<file path="config.mk">
export PLATFORM = sky130hd
export DESIGN_NAME = cdb_arbiter
export DESIGN_NICKNAME = d
export VERILOG_FILES = /design/src/rtl/cdb_arbiter.sv
export SDC_FILE = /design/constraint.sdc
export NUM_CORES = 1
export LEC_CHECK = 0
export CORE_MARGIN = 2
export CORE_UTILIZATION = 30
export DETAILED_ROUTE_END_ITERATION = 7
export PLACE_DENSITY = 0.64
export REMOVE_ABC_BUFFERS = 1
export SLEW_MARGIN = 20
export SYNTH_ARGS = -nofsm -noshare
export SYNTH_HDL_FRONTEND = slang
export SYNTH_SLANG_ARGS = --single-unit
</file>
<file path="constraint.sdc">
create_clock -name clk -period 10.1 [get_ports clk]
set_clock_uncertainty 0.15 [all_clocks]
set_input_delay 1.515 -clock clk [delete_from_list [all_inputs] [get_ports clk]]
set_output_delay 1.515 -clock clk [all_outputs]
set_load 0.005 [all_outputs]
</file>
<file path="src/rtl/cdb_arbiter.sv">
// Common Data Bus arbiter: round-robin grant of one FU result per cycle onto the registered CDB.
// Optional statistics counters are enabled with `define CDB_STATS_EN.
module cdb_arbiter #(
    parameter int NUM_FU     = 4,
    parameter int TAG_WIDTH  = 4,
    parameter int DATA_WIDTH = 32
) (
    input  logic                             clk,
    input  logic                             rst,
    input  logic                             flush,
    input  logic [NUM_FU-1:0]                fu_valid,
    input  logic [NUM_FU*TAG_WIDTH-1:0]      fu_tag,
    input  logic [NUM_FU*DATA_WIDTH-1:0]     fu_data,
    output logic [NUM_FU-1:0]                fu_ready,
    output logic                             cdb_valid,
    output logic [TAG_WIDTH-1:0]             cdb_tag,
    output logic [DATA_WIDTH-1:0]            cdb_data,
    output logic [2:0]                       cdb_src,
    output logic                             err_tag_none
`ifdef CDB_STATS_EN
    ,
    output logic [31:0]                      stat_bcast,
    output logic [31:0]                      stat_conflict
`endif
);

    logic [2:0]            rr_ptr;
    logic [2:0]            winner;
    logic                  found;
    logic                  accept;
    logic                  bcast_q;
    logic [TAG_WIDTH-1:0]  win_tag;
    logic [DATA_WIDTH-1:0] win_data;
    logic [3:0]            next_ptr;

    // Rotating priority search: candidate k is (rr_ptr + k) mod NUM_FU.
    always_comb begin
        logic [3:0] sum;
        winner = '0;
        found  = 1'b0;
        for (int k = 0; k < NUM_FU; k++) begin
            sum = {1'b0, rr_ptr} + 4'(k);
            if (sum >= 4'(NUM_FU)) begin
                sum = sum - 4'(NUM_FU);
            end
            for (int j = 0; j < NUM_FU; j++) begin
                if (!found && sum[2:0] == 3'(j) && fu_valid[j]) begin
                    found  = 1'b1;
                    winner = 3'(j);
                end
            end
        end
    end

    always_comb begin
        win_tag  = '0;
        win_data = '0;
        for (int i = 0; i < NUM_FU; i++) begin
            if (winner == 3'(i)) begin
                win_tag  = fu_tag[i*TAG_WIDTH +: TAG_WIDTH];
                win_data = fu_data[i*DATA_WIDTH +: DATA_WIDTH];
            end
        end
    end

    assign accept = found && !flush && !rst;

    always_comb begin
        fu_ready = '0;
        for (int i = 0; i < NUM_FU; i++) begin
            fu_ready[i] = accept && (winner == 3'(i));
        end
    end

    assign next_ptr = ({1'b0, winner} + 4'd1 >= 4'(NUM_FU)) ? 4'd0 : {1'b0, winner} + 4'd1;

    // Flush and reset both kill a broadcast that is already sitting in the output register.
    assign cdb_valid = bcast_q && !flush && !rst;

    always_ff @(posedge clk) begin
        if (rst) begin
            bcast_q      <= 1'b0;
            cdb_tag      <= '0;
            cdb_data     <= '0;
            cdb_src      <= '0;
            err_tag_none <= 1'b0;
            rr_ptr       <= '0;
        end else begin
            bcast_q <= accept && (win_tag != '0);
            if (accept) begin
                cdb_tag  <= win_tag;
                cdb_data <= win_data;
                cdb_src  <= winner;
                rr_ptr   <= next_ptr[2:0];
                if (win_tag == '0) begin
                    err_tag_none <= 1'b1;
                end
            end
        end
    end

`ifdef CDB_STATS_EN
    always_ff @(posedge clk) begin
        if (rst) begin
            stat_bcast    <= '0;
            stat_conflict <= '0;
        end else begin
            if (cdb_valid && stat_bcast != '1) begin
                stat_bcast <= stat_bcast + 32'd1;
            end
            if (accept && $countones(fu_valid) >= 2 && stat_conflict != '1) begin
                stat_conflict <= stat_conflict + 32'd1;
            end
        end
    end
`endif

endmodule

</file>
Word level (Yosys, flattened, before mapping)
Cells that the tools add are included.

Latch bits: 0. Output and inout port bits: 45. Logic and storage cells: 143. Flip-flop bits (word level): 44. Bits in read-only memories: 0. RAM bits: 0. Memories: 0.

Mux-type cells: 44. Bitwise logic cells: 0. Divide/modulo/power cells: 0. Multipliers: 0. $add $sub $neg: 8. $lt $le $gt $ge: 5. Shift operators: 0. Equal/unequal tests: 15. Reduce and logical (&&, ||, !) cells: 65.

Operators with widths (count): $mux W32 (4); $mux W3 (19); $logic_and A1 B1 Y1 (40); $eq A3 B2 Y1 const B (10); $logic_not A1 Y1 (17); $mux W1 (17); $ge A4 B3 Y1 const B (4); $mux W4 (4); $eq A3 B1 Y1 const B (5); $logic_not A3 Y1 (5); $sub A3 B3 Y3 const B (4); $add A3 B1 Y4 const B (2); $add A3 B2 Y4 const B (2); $logic_not A4 Y1 (1); $reduce_bool A4 Y1 (1); $ge A3 B3 Y1 const B (1); $reduce_and A2 Y1 (1).

Logic depth before layout (Yosys ltp)
Gate-level depths: netlist of run 1.

Word-level depth: 72. Mapped depth: 15.

Least setup slack after synthesis of run 1
OpenSTA, ideal clock, no wires.

Path kind: input-to-output. Start point: input fu_valid[1]. End point: output fu_ready[3]. Data arrival time: 3856 ps. Required time: 8435 ps. Slack: 4579 ps. Stages: 11. Cell sequence: buf_6 > or2_0 > mux2_2 > mux2_4 > o21a_1 > inv_1 > ha_1 > clkbuf_1 > buf_1 > clkbuf_1 > and3_1.

Elaborated cells between the ends (all ways): 77.

RTL lines: from (decl) (line 11) `input logic [NUM_FU-1:0] fu_valid,`; $logic_and A1 B1 Y1 (line 47) `if (!found && sum[2:0] == 3'(j) && fu_valid[j]) begin`; $mux W1 (line 47); $logic_not A1 Y1 (line 47); $logic_and A1 B1 Y1 (2 in a row) (line 47); $mux W1 (line 47); $logic_not A1 Y1 (line 47); $logic_and A1 B1 Y1 (2 in a row) (line 47); $mux W1 (line 47); [... 41 more ...]; $logic_and A1 B1 Y1 (2 in a row) (line 47); $mux W1 (line 47); $logic_not A1 Y1 (line 47); $logic_and A1 B1 Y1 (2 in a row) (line 47); $mux W3 (*) (line 47); net winner[0] (line 28) `logic [2:0] winner;`; $eq A3 B2 Y1 (*) (line 71) `fu_ready[i] = accept && (winner == 3'(i));`; $logic_and A1 B1 Y1 (*) (line 71); to (decl) (line 14) `output logic [NUM_FU-1:0] fu_ready,`.

The timed path passes the listed nets; every way through them passes the cells marked *.

Worst setup path after layout of run 1
Start point: input fu_valid[1]. End point: output fu_ready[1].

Elaborated cells between the ends (all ways): 77.

RTL lines (line): $logic_and A1 B1 Y1 (47); $mux W1 (47); $logic_not A1 Y1 (47); $logic_and A1 B1 Y1 (2 in a row) (47); $mux W1 (47); $logic_not A1 Y1 (47); $logic_and A1 B1 Y1 (2 in a row) (47); $mux W1 (47); [... 41 more ...]; $logic_and A1 B1 Y1 (2 in a row) (47); $mux W1 (47); $logic_not A1 Y1 (47); $logic_and A1 B1 Y1 (2 in a row) (47); $mux W3 (*) (47); net winner[0] (28); $eq A3 B1 Y1 (*) (71); $logic_and A1 B1 Y1 (*) (71).

Marked as above.

==> results of run 1 <==
==> path summary, 6_finish.rpt <==
path	from	end	cells after the start
worst max-delay path	fu_valid[1]	fu_ready[1]	9
worst min-delay path	err_tag_none$_SDFFE_PP0P_	err_tag_none$_SDFFE_PP0P_	2
worst max register to register	rr_ptr[1]$_SDFFE_PP0P_	cdb_data[9]$_SDFFE_PP0P_	12
worst min register to register	err_tag_none$_SDFFE_PP0P_	err_tag_none$_SDFFE_PP0P_	2
==> cell usage after synthesis, types with 2 or more instances <==
master	number	area [sq um]
sky130_fd_sc_hd__o221ai_1	2	17.5
sky130_fd_sc_hd__nor3b_1	3	22.5
sky130_fd_sc_hd__o21a_1	2	15.0
sky130_fd_sc_hd__inv_1	41	154
sky130_fd_sc_hd__dfxtp_1	43	861
sky130_fd_sc_hd__a21oi_1	46	230
sky130_fd_sc_hd__nand2b_1	2	12.5
sky130_fd_sc_hd__mux2_1	2	22.5
sky130_fd_sc_hd__nor3_1	3	15.0
sky130_fd_sc_hd__and3_1	6	37.5
sky130_fd_sc_hd__a211oi_1	2	15.0
sky130_fd_sc_hd__o211ai_1	8	60.1
sky130_fd_sc_hd__a221oi_1	32	280
sky130_fd_sc_hd__o21ai_0	3	15.0
sky130_fd_sc_hd__nor2b_1	38	238
sky130_fd_sc_hd__o211a_1	4	40.0
sky130_fd_sc_hd__a211o_1	32	280
sky130_fd_sc_hd__nand3b_1	4	30.0
sky130_fd_sc_hd__nand2_1	37	139
sky130_fd_sc_hd__nor4_1	3	18.8
sky130_fd_sc_hd__clkbuf_1	34	128
sky130_fd_sc_hd__mux2i_1	5	50.1
sky130_fd_sc_hd__ha_1	4	50.1
sky130_fd_sc_hd__mux2_2	32	360
sky130_fd_sc_hd__nor2_1	4	15.0
sky130_fd_sc_hd__buf_8	3	45.0
==> sequential cells by signal, summed over array words and instances, names as in the netlist <==
signal and count:
err_tag_none 1, bcast_q 1, cdb_data 32, cdb_src 2
rr_ptr 3, cdb_tag 4
==> stage by stage <==
| stage | instance area (sq um) | std cells |
|---|---|---|
| after floorplan | 3120 | 374 |
| after global placement | 5280 | 713 |
| after detailed placement | 5280 | 713 |
| after CTS | 5400 | 721 |
| after global routing | 5400 | 721 |
| final | 5400 | 722 |
==> routing by layer <==
metal	global-route usage, %	share of wire, %	wire [um]	up-vias
li1	-	-	-	1826
met1	20.6	41	4470	1713
met2	31.8	48	5220	149
met3	6.40	11	1160	12
met4	4.25	1.1	124	0
met5	0	0	0	-
==> cell type report <==
class,count,area [sq um],area share (%)
Tap cell,140,175,3.24
Timing Repair Buffer,199,1970,36.6
Clock buffer,6,82.6,1.53
Inverter,42,158,2.92
Antenna cell,1,2.50,0.0463
Clock inverter,2,35.0,0.649
Multi-Input combinational cell,289,2110,39.1
Sequential cell,43,861,15.9
==> cells by family (layout without fill, tap and decap cells) <==
logic type,Yosys count,count (layout),share of synthesized area (%)
adder cells (fa/ha/maj),4,4,1.51
other,1,2,0.113
multiplexers,40,40,13.5
buffers and inverters,83,249,10.8
AO/OA/AOI/OAI,138,138,30.8
AND/OR/NAND/NOR,106,106,17.4
flip-flops,43,43,25.9
==> power groups by stage <==
stage | sequential (mW) | combinational [mW] | clock [mW]
2_1_floorplan | 0.224 | 0.250 | 0
3_3_place_gp | 0.222 | 0.437 | 0
5_1_grt | 0.224 | 0.486 | 0.154
6_report | 0.220 | 0.442 | 0.142
4_1_cts | 0.220 | 0.444 | 0.148
3_5_place_dp | 0.223 | 0.442 | 0
==> worst reg2reg max path: stages, from the launching register on <==
cell and delay [ns]:
sky130_fd_sc_hd__dfxtp_1 0.60, sky130_fd_sc_hd__inv_1 0.13, sky130_fd_sc_hd__mux2_2 0.29, sky130_fd_sc_hd__mux2_4 0.32, sky130_fd_sc_hd__o21a_1 0.25, sky130_fd_sc_hd__inv_1 0.13
sky130_fd_sc_hd__ha_2 0.81, sky130_fd_sc_hd__nor2b_2 0.35, sky130_fd_sc_hd__buf_4 0.33, sky130_fd_sc_hd__a221oi_1 0.28, sky130_fd_sc_hd__a211o_1 0.18, sky130_fd_sc_hd__a21oi_1 0.07
sky130_fd_sc_hd__mux2_2 0.28
==> metrics.cfg, run 1 <==
[placed_design]
place_congestion = 0.822
dpl.hpwl_um = 7950
input_output_buffers = 194
dp_slack_ns = 3.57

[logic_synthesis]
yosysWarnings = 0
ys_async_sr_fraction_pct = 0
synth_cell_type_count = 46
synth_area_sq_mm = 0.00332
edff_count_synth = 0
yosys_most_used_dff = sky130_fd_sc_hd__dfxtp_1
synthesis.instances = 415
synth_area_per_cell_sq_um = 8.00
synthesized_flop_and_latch_total = 43
sequential_share_of_the_synthesized_area_pct = 25.9

[timing]
timing.max_slew.rel_slack_pct = 39.2
finalHoldWorstSlack_ns = 0.337
post-route-period-util_pct = 65.0
rsz0062_at_grt = false
timing.final.crit_period_ns = 6.56
report.final.hold_viol_count = 0
fmaxAchievable_mhz = 152
timing.final.max_slew_violations = 0
setup_tns_ns = 0
timing.final.setup_violations = 0
setup_ws_ns = 3.54
worstMarginPinSlew_ns = 0.912

[clock_network]
cts_repair_resize_count = 0
clock-sinks = 43
post-cts-setup-buffer-count = 0
root_buffer = sky130_fd_sc_hd__clkbuf_8
cts-buffers-inserted = 5
h-tree-depth = 2
tritoncts_clock_tree = done
clk_latency_ns = 0.30
clkSlewWorstSetupHoldPaths_ns = 0.09
cts_hold_buf = 0
clk_path_buf_depth = 2

[pwr]
power.share.switching_pct = 34.1
power.share.clock_pct = 17.7
share_of_power_burned_in_combinational_logic_pct = 55.0
design_power_total_mw = 0.803
seqPwrFrac_pct = 27.3
power_density_mw_per_mm2 = 149
switching_power_mw = 0.274
worst_ir_drop_vdd_mv = 0.0849
p_leak_nw = 2.16
p_int_mw = 0.530

[die]
boundaryPins = 196
die-width_um = 109
area_enclosed_by_the_die_boundary_sq_mm = 0.0119
dieHeight_um = 109
initial_utilization_pct = 30.6
std_cell_rows = 38
core_region_area_sq_mm = 0.0108

[drt]
detail-route-antenna-nets = 0
detail_route.vias_per_cell = 5.12
drcViolationCount = 0
num_vias = 3700
detailedRoute.firstPassIterationCount = 4
route.detailed.wl_per_inst_um = 15.2
sum_of_routed_wire_length_over_all_layers_um = 11000
detail_route.iter0.violations = 146

[critical_path]
worstSetupStartpointType = primary input
worst-setup-path-type = primary input to output port
setup.reg_to_reg.worst_slack_ns = 5.84
critical_path.endpoint_type = output port
worst_path_max_delay_cell = sky130_fd_sc_hd__ha_2
cp_top_family = buffers and inverters
timing.critical_path.arrival_ns = 4.90
worstPathCellList = clkdlybuf4s50_1 -> or2_0 -> mux2_2 -> mux2_4 -> o21a_1 -> inv_1 -> ha_2 -> and3_1 -> clkdlybuf4s50_1
wp_data_required_ns = 8.44
crit_path_frequent_cell = sky130_fd_sc_hd__clkdlybuf4s50_1
critical_path_buf_inv_count = 3
critPathMaxFanout = 43
worst_path_largest_cell_delay_ns = 0.80

[global_route]
grt.overflow.total = 0
first_global_vias = 3601
global_route.usage.total_pct = 18.0
maximum_number_of_pins_on_one_net_before_global_route_repair = 75
grt_first_pass_wirelength_um = 17300
grt_antenna_before_repair = 1

[layout]
n_fill_cell = 1083
syn_to_final_growth_pct = 62.6
final_nets = 735
drive_gt1_share_pct = 9.47
mostFrequentLayoutCell = sky130_fd_sc_hd__clkdlybuf4s50_1
highest_count_cells_in_the_layout_ignoring_fill_and_taps = sky130_fd_sc_hd__clkdlybuf4s50_1 (193), sky130_fd_sc_hd__a21oi_1 (46), sky130_fd_sc_hd__dfxtp_1 (43)
final_core_utilization_pct = 49.8

[min_path]
holdCritPathClass = flop to flop

[job]
max-cap-violations = 0

[status]
run_status = completed

(Power assumes the default switching activity.)
==> run 2, diff against run 1 <==
Settings changed: PLACE_DENSITY 0.64 to 0.67.
Clock period 10.1 ns to 5.5 ns, I/O delays scaled along.
==> run 2 against run 1 <==
  * Sequential power rose by 84%
  * Core utilization hardly changed
  * Final cell count increased by 0.14%
  * Die area stayed put
  * Critical path depth up 1
  * Critical path type unchanged
  * Combinational power is 84% higher
  * Cell area about the same
  * Sequential cell count stayed put
  * Register-to-register slack got worse by 4.1 ns
  * Non-clock buffer count rose by 3
  * Hold slack got worse by 0.0068 ns
  * Global-route usage is 0.13 points higher
==> metrics.cfg, run 2 (same netlist as run 1, synthesis figures left out) <==
[pwr]
p_int_mw = 0.965
power.share.switching_pct = 33.8
p_leak_nw = 2.17
switching_power_mw = 0.493
seqPwrFrac_pct = 27.7
worst_ir_drop_vdd_mv = 0.153
power.share.clock_pct = 16.4
power_density_mw_per_mm2 = 270
share_of_power_burned_in_combinational_logic_pct = 55.9

[clock_network]
tritoncts_clock_tree = done
root_buffer = sky130_fd_sc_hd__clkbuf_8
cts_hold_buf = 0
cts-buffers-inserted = 5
cts_repair_resize_count = 0
h-tree-depth = 2
post-cts-setup-buffer-count = 0
clock-sinks = 43
clk_path_buf_depth = 2
clk_latency_ns = 0.29
clkSlewWorstSetupHoldPaths_ns = 0.08

[critical_path]
worstSetupStartpointType = primary input
wp_data_required_ns = 4.53
timing.critical_path.arrival_ns = 3.59
worst_path_max_delay_cell = sky130_fd_sc_hd__clkdlybuf4s50_1
worst_path_largest_cell_delay_ns = 0.64
worstPathCellList = clkdlybuf4s50_1 -> and4bb_2 -> a21oi_1 -> nor3b_1 -> nor3_1 -> inv_1 -> ha_2 -> buf_4 -> and3_1 -> clkdlybuf4s50_1
crit_path_frequent_cell = sky130_fd_sc_hd__clkdlybuf4s50_1
critical_path_buf_inv_count = 4
critPathMaxFanout = 40
cp_top_family = buffers and inverters
worst-setup-path-type = primary input to output port
critical_path.endpoint_type = output port

[placed_design]
dpl.cell_count = 716
placed_cell_area_sq_mm = 0.00530
dpl.hpwl_um = 8340
input_output_buffers = 194
place_congestion = 0.822

[global_route]
grt.overflow.total = 0
global_route.usage.total_pct = 18.1
first_global_vias = 3629
maximum_number_of_pins_on_one_net_before_global_route_repair = 73
grt_antenna_before_repair = 0
grt_first_pass_wirelength_um = 17300

[timing]
timing.max_slew.rel_slack_pct = 50.5
worstMarginPinSlew_ns = 0.742
timing.final.setup_violations = 0
timing.final.crit_period_ns = 4.57
fmaxAchievable_mhz = 219
report.final.hold_viol_count = 0
rsz0062_at_grt = false
timing.final.max_slew_violations = 0
setup_tns_ns = 0
post-route-period-util_pct = 83.1

[drt]
route.detailed.wl_per_inst_um = 15.3
detail_route.iter0.violations = 130
sum_of_routed_wire_length_over_all_layers_um = 11100
detailedRoute.firstPassIterationCount = 4
num_vias = 3741
detail-route-antenna-nets = 0
detail_route.vias_per_cell = 5.17
drcViolationCount = 0

[layout]
num_antenna_cells = 0
final_nets = 738
highest_count_cells_in_the_layout_ignoring_fill_and_taps = sky130_fd_sc_hd__clkdlybuf4s50_1 (193), sky130_fd_sc_hd__a21oi_1 (46), sky130_fd_sc_hd__dfxtp_1 (43)
regArea_sq_um = 861
reg_top3 = cdb_data (32), cdb_tag (4), rr_ptr (3)
mostFrequentLayoutCell = sky130_fd_sc_hd__clkdlybuf4s50_1
max_flop_register = cdb_data
final_core_utilization_pct = 49.9
n_fill_cell = 1054
syn_to_final_growth_pct = 62.8
finish.instance_area_sq_mm = 0.00541
drive_gt1_share_pct = 9.61
layout.cells.non_filler = 723
total_area_of_multi_input_combinational_cells_sq_mm = 0.00211
largest_register_ff_count = 32

[die]
die-width_um = 109
area_enclosed_by_the_die_boundary_sq_mm = 0.0119
boundaryPins = 196
std_cell_rows = 38
core_region_area_sq_mm = 0.0108
initial_utilization_pct = 30.6
dieHeight_um = 109

[min_path]
holdCritPathClass = flop to flop

[status]
run_status = completed

[job]
max-cap-violations = 0

run 2: changes by cell type in the layout (fill, tap and decap cells not counted):
| cell | before | now |
|---|---|---|
| sky130_fd_sc_hd__clkbuf_8 | 6 | 5 |
| sky130_fd_sc_hd__buf_4 | 5 | 8 |
| sky130_fd_sc_hd__clkbuf_1 | 0 | 1 |
| sky130_fd_sc_hd__diode_2 | 1 | 0 |
| sky130_fd_sc_hd__clkinv_2 | 1 | 0 |
run 2: stage by stage:
stage / worst slack (ns) / power (mW) / hold slack (ns)
after floorplan: 0.925 / 0.870 / 0.305
after global placement: 1.02 / 1.21 / 0.317
after detailed placement: 0.916 / 1.23 / 0.320
after CTS: 0.944 / 1.48 / 0.335
after global routing: 0.698 / 1.57 / 0.370
final: 0.932 / 1.46 / 0.330
run 2: worst min-delay path: stages, from the launching register on:
cell                       delay (ns)
sky130_fd_sc_hd__dfxtp_1         0.33
sky130_fd_sc_hd__inv_1           0.05
sky130_fd_sc_hd__a211oi_1        0.05
run 2: area by class of cell:
class                           instances  area share (%)
Clock buffer                            6            1.34
Timing Repair Buffer                  202            36.9
Tap cell                              140            3.24
Inverter                               42            2.92
Multi-Input combinational cell        289            39.1
Sequential cell                        43            15.9
Clock inverter                          1           0.556
run 2: power groups by stage:
stage / combinational (mW) / clock (mW) / sequential [mW]
2_1_floorplan: 0.459 / 0 / 0.411
3_5_place_dp: 0.820 / 0 / 0.411
6_report: 0.814 / 0.240 / 0.404
3_3_place_gp: 0.805 / 0 / 0.409
4_1_cts: 0.823 / 0.254 / 0.405
5_1_grt: 0.899 / 0.263 / 0.412
run 2: worst paths after layout:
path	start	endpoint	slack, ns	cells past startpoint
setup / recovery	fu_valid[1]	fu_ready[2]	0.93	10
hold / removal	err_tag_none$_SDFFE_PP0P_	err_tag_none$_SDFFE_PP0P_	0.33	2
setup reg to reg	rr_ptr[1]$_SDFFE_PP0P_	cdb_data[30]$_SDFFE_PP0P_	1.76	12
hold reg to reg	err_tag_none$_SDFFE_PP0P_	err_tag_none$_SDFFE_PP0P_	0.33	2
run 2: layer usage:
metal / routed length, um / share of wire [%] / GRT usage (%) / vias up
met5: 0 / 0 / 0 / -
met4: 58 / 0.52 / 2.98 / 0
met3: 988 / 8.9 / 5.98 / 6
met2: 5700 / 51 / 33.1 / 150
met1: 4340 / 39 / 20.7 / 1752
li1: - / - / - / 1833
==> run 3, diff against run 2 <==
Settings changed: PLACE_DENSITY 0.67 to 0.64.
Clock period 5.5 ns to 4.35 ns, I/O delays scaled along.
==> run 3 against run 2 <==
  * Die area did not move
  * Sequential share of layout area is 0.19 points lower
  * Final cell count increased by 0.69%
  * Cell area up 1.2%
  * Critical path depth is 1 lower
  * Clock-buffer cell count did not move
  * Worst setup slack got worse by 0.68 ns
  * Hold slack gained 0.0012 ns
  * Via count shrank 0.40%
  * Clock power is 37% higher
  * Non-clock buffer count rose by 3
  * Total power is 30% higher
  * Critical path type unchanged
==> metrics.cfg, run 3 (same netlist as run 1, synthesis figures left out) <==
[clock_network]
tritoncts_clock_tree = done
clk_latency_ns = 0.29
cts_hold_buf = 0
clk_path_buf_depth = 2
root_buffer = sky130_fd_sc_hd__clkbuf_8
h-tree-depth = 2
cts-buffers-inserted = 5
clock-sinks = 43
post-cts-setup-buffer-count = 0
cts_repair_resize_count = 0
clkSlewWorstSetupHoldPaths_ns = 0.09

[pwr]
power_density_mw_per_mm2 = 346
worst_ir_drop_vdd_mv = 0.233
design_power_total_mw = 1.89
p_leak_nw = 2.20

[drt]
route.detailed.wl_per_inst_um = 15.1
drcViolationCount = 0
detail_route.iter0.violations = 162
detailedRoute.firstPassIterationCount = 4
num_vias = 3726
detail_route.vias_per_cell = 5.12
detail-route-antenna-nets = 0
sum_of_routed_wire_length_over_all_layers_um = 11000

[min_path]
holdCritPathClass = flop to flop

[global_route]
grt_first_pass_wirelength_um = 17200
maximum_number_of_pins_on_one_net_before_global_route_repair = 73
first_global_vias = 3591
grt_antenna_before_repair = 1
global_route.usage.total_pct = 17.9
grt.overflow.total = 0

[critical_path]
critical_path.endpoint_type = output port
crit_path_frequent_cell = sky130_fd_sc_hd__clkdlybuf4s50_1
worstPathCellList = clkdlybuf4s50_1 -> or2_0 -> mux2_2 -> mux2_4 -> o21a_1 -> inv_1 -> ha_2 -> and3_1 -> clkdlybuf4s50_1
worst_path_largest_cell_delay_ns = 0.55
critical_path_buf_inv_count = 3
worst_path_max_delay_cell = sky130_fd_sc_hd__clkdlybuf4s50_1
wp_data_required_ns = 3.55
cp_top_family = buffers and inverters
worst-setup-path-type = primary input to output port
worstSetupStartpointType = primary input
timing.critical_path.arrival_ns = 3.29
critPathMaxFanout = 10

[die]
std_cell_rows = 38
die-width_um = 109
boundaryPins = 196
initial_utilization_pct = 30.6
dieHeight_um = 109
core_region_area_sq_mm = 0.0108
area_enclosed_by_the_die_boundary_sq_mm = 0.0119

[placed_design]
input_output_buffers = 194
dp_slack_ns = 0.200
placed_cell_area_sq_mm = 0.00535
dpl.hpwl_um = 8190
place_congestion = 0.809

[timing]
timing.final.max_slew_violations = 0
post-route-period-util_pct = 94.1
finalHoldWorstSlack_ns = 0.332
setup_tns_ns = 0
timing.max_slew.rel_slack_pct = 48.9
timing.final.setup_violations = 0
rsz0062_at_grt = false
setup_ws_ns = 0.256
timing.final.crit_period_ns = 4.09
report.final.hold_viol_count = 0
worstMarginPinSlew_ns = 0.763
fmaxAchievable_mhz = 244

[layout]
mostFrequentLayoutCell = sky130_fd_sc_hd__clkdlybuf4s50_1
largest_register_ff_count = 32
reg_top3 = cdb_data (32), cdb_tag (4), rr_ptr (3)
finish.instance_area_sq_mm = 0.00547
final_nets = 741
syn_to_final_growth_pct = 64.7
max_flop_register = cdb_data
highest_count_cells_in_the_layout_ignoring_fill_and_taps = sky130_fd_sc_hd__clkdlybuf4s50_1 (193), sky130_fd_sc_hd__a21oi_1 (46), sky130_fd_sc_hd__dfxtp_1 (43)
drive_gt1_share_pct = 10.4

[status]
run_status = completed

[job]
max-cap-violations = 0

==> run 3: cell count changes in the layout (fill, tap and decap cells not counted) <==
cell	change
sky130_fd_sc_hd__buf_4	+1
sky130_fd_sc_hd__clkinv_2	+1
sky130_fd_sc_hd__buf_12	+2
sky130_fd_sc_hd__clkbuf_1	-1
sky130_fd_sc_hd__clkbuf_8	+1
sky130_fd_sc_hd__diode_2	+1
==> run 3: stage by stage <==
stage | cells | util [%]
after CTS | 727 | 50.4
after floorplan | 374 | -
after detailed placement | 719 | 49.4
final | 728 | 50.5
after global routing | 727 | 50.4
after global placement | 719 | 49.4
==> run 3: final cells by class <==
class                           instances  area (sq um)
Antenna cell                            1          2.50
Clock buffer                            6          82.6
Clock inverter                          2          35.0
Fill cell                            1056          5370
Inverter                               42           158
Multi-Input combinational cell        289          2110
Sequential cell                        43           861
Tap cell                              140           175
Timing Repair Buffer                  205          2040
==> run 3: report_power, final <==
part / internal [mW] / switching [mW]
Clock: 0.186 / 0.143
Combinational: 0.603 / 0.450
Sequential: 0.469 / 0.0410
Total: 1.26 / 0.634
==> run 3: final timing paths <==
path                                   from                         to  slack (ns)  cells past startpoint
setup reg to reg     rr_ptr[1]$_SDFFE_PP0P_   cdb_data[9]$_SDFFE_PP0P_        0.86                     12
setup / recovery                fu_valid[1]                fu_ready[1]        0.26                      9
hold reg to reg   err_tag_none$_SDFFE_PP0P_  err_tag_none$_SDFFE_PP0P_        0.33                      2
hold / removal    err_tag_none$_SDFFE_PP0P_  err_tag_none$_SDFFE_PP0P_        0.33                      2
==> run 3: worst reg2reg max path: cells and delay by family (launching register included) <==
kind / cells / cell delay (ns)
mux: 2 / 0.43
fa+ha+maj: 1 / 0.21
simple gates: 2 / 0.72
compound gates: 5 / 1.00
buf+inv: 2 / 0.34
flops: 1 / 0.59
==> run 3: layer usage <==
metal | GRT usage, % | vias to the layer above | share of wire [%]
met5 | 0 | - | 0
met4 | 3.71 | 0 | 1.1
met3 | 6.10 | 14 | 9.7
met2 | 31.9 | 144 | 48
met1 | 20.7 | 1731 | 41
li1 | - | 1837 | -
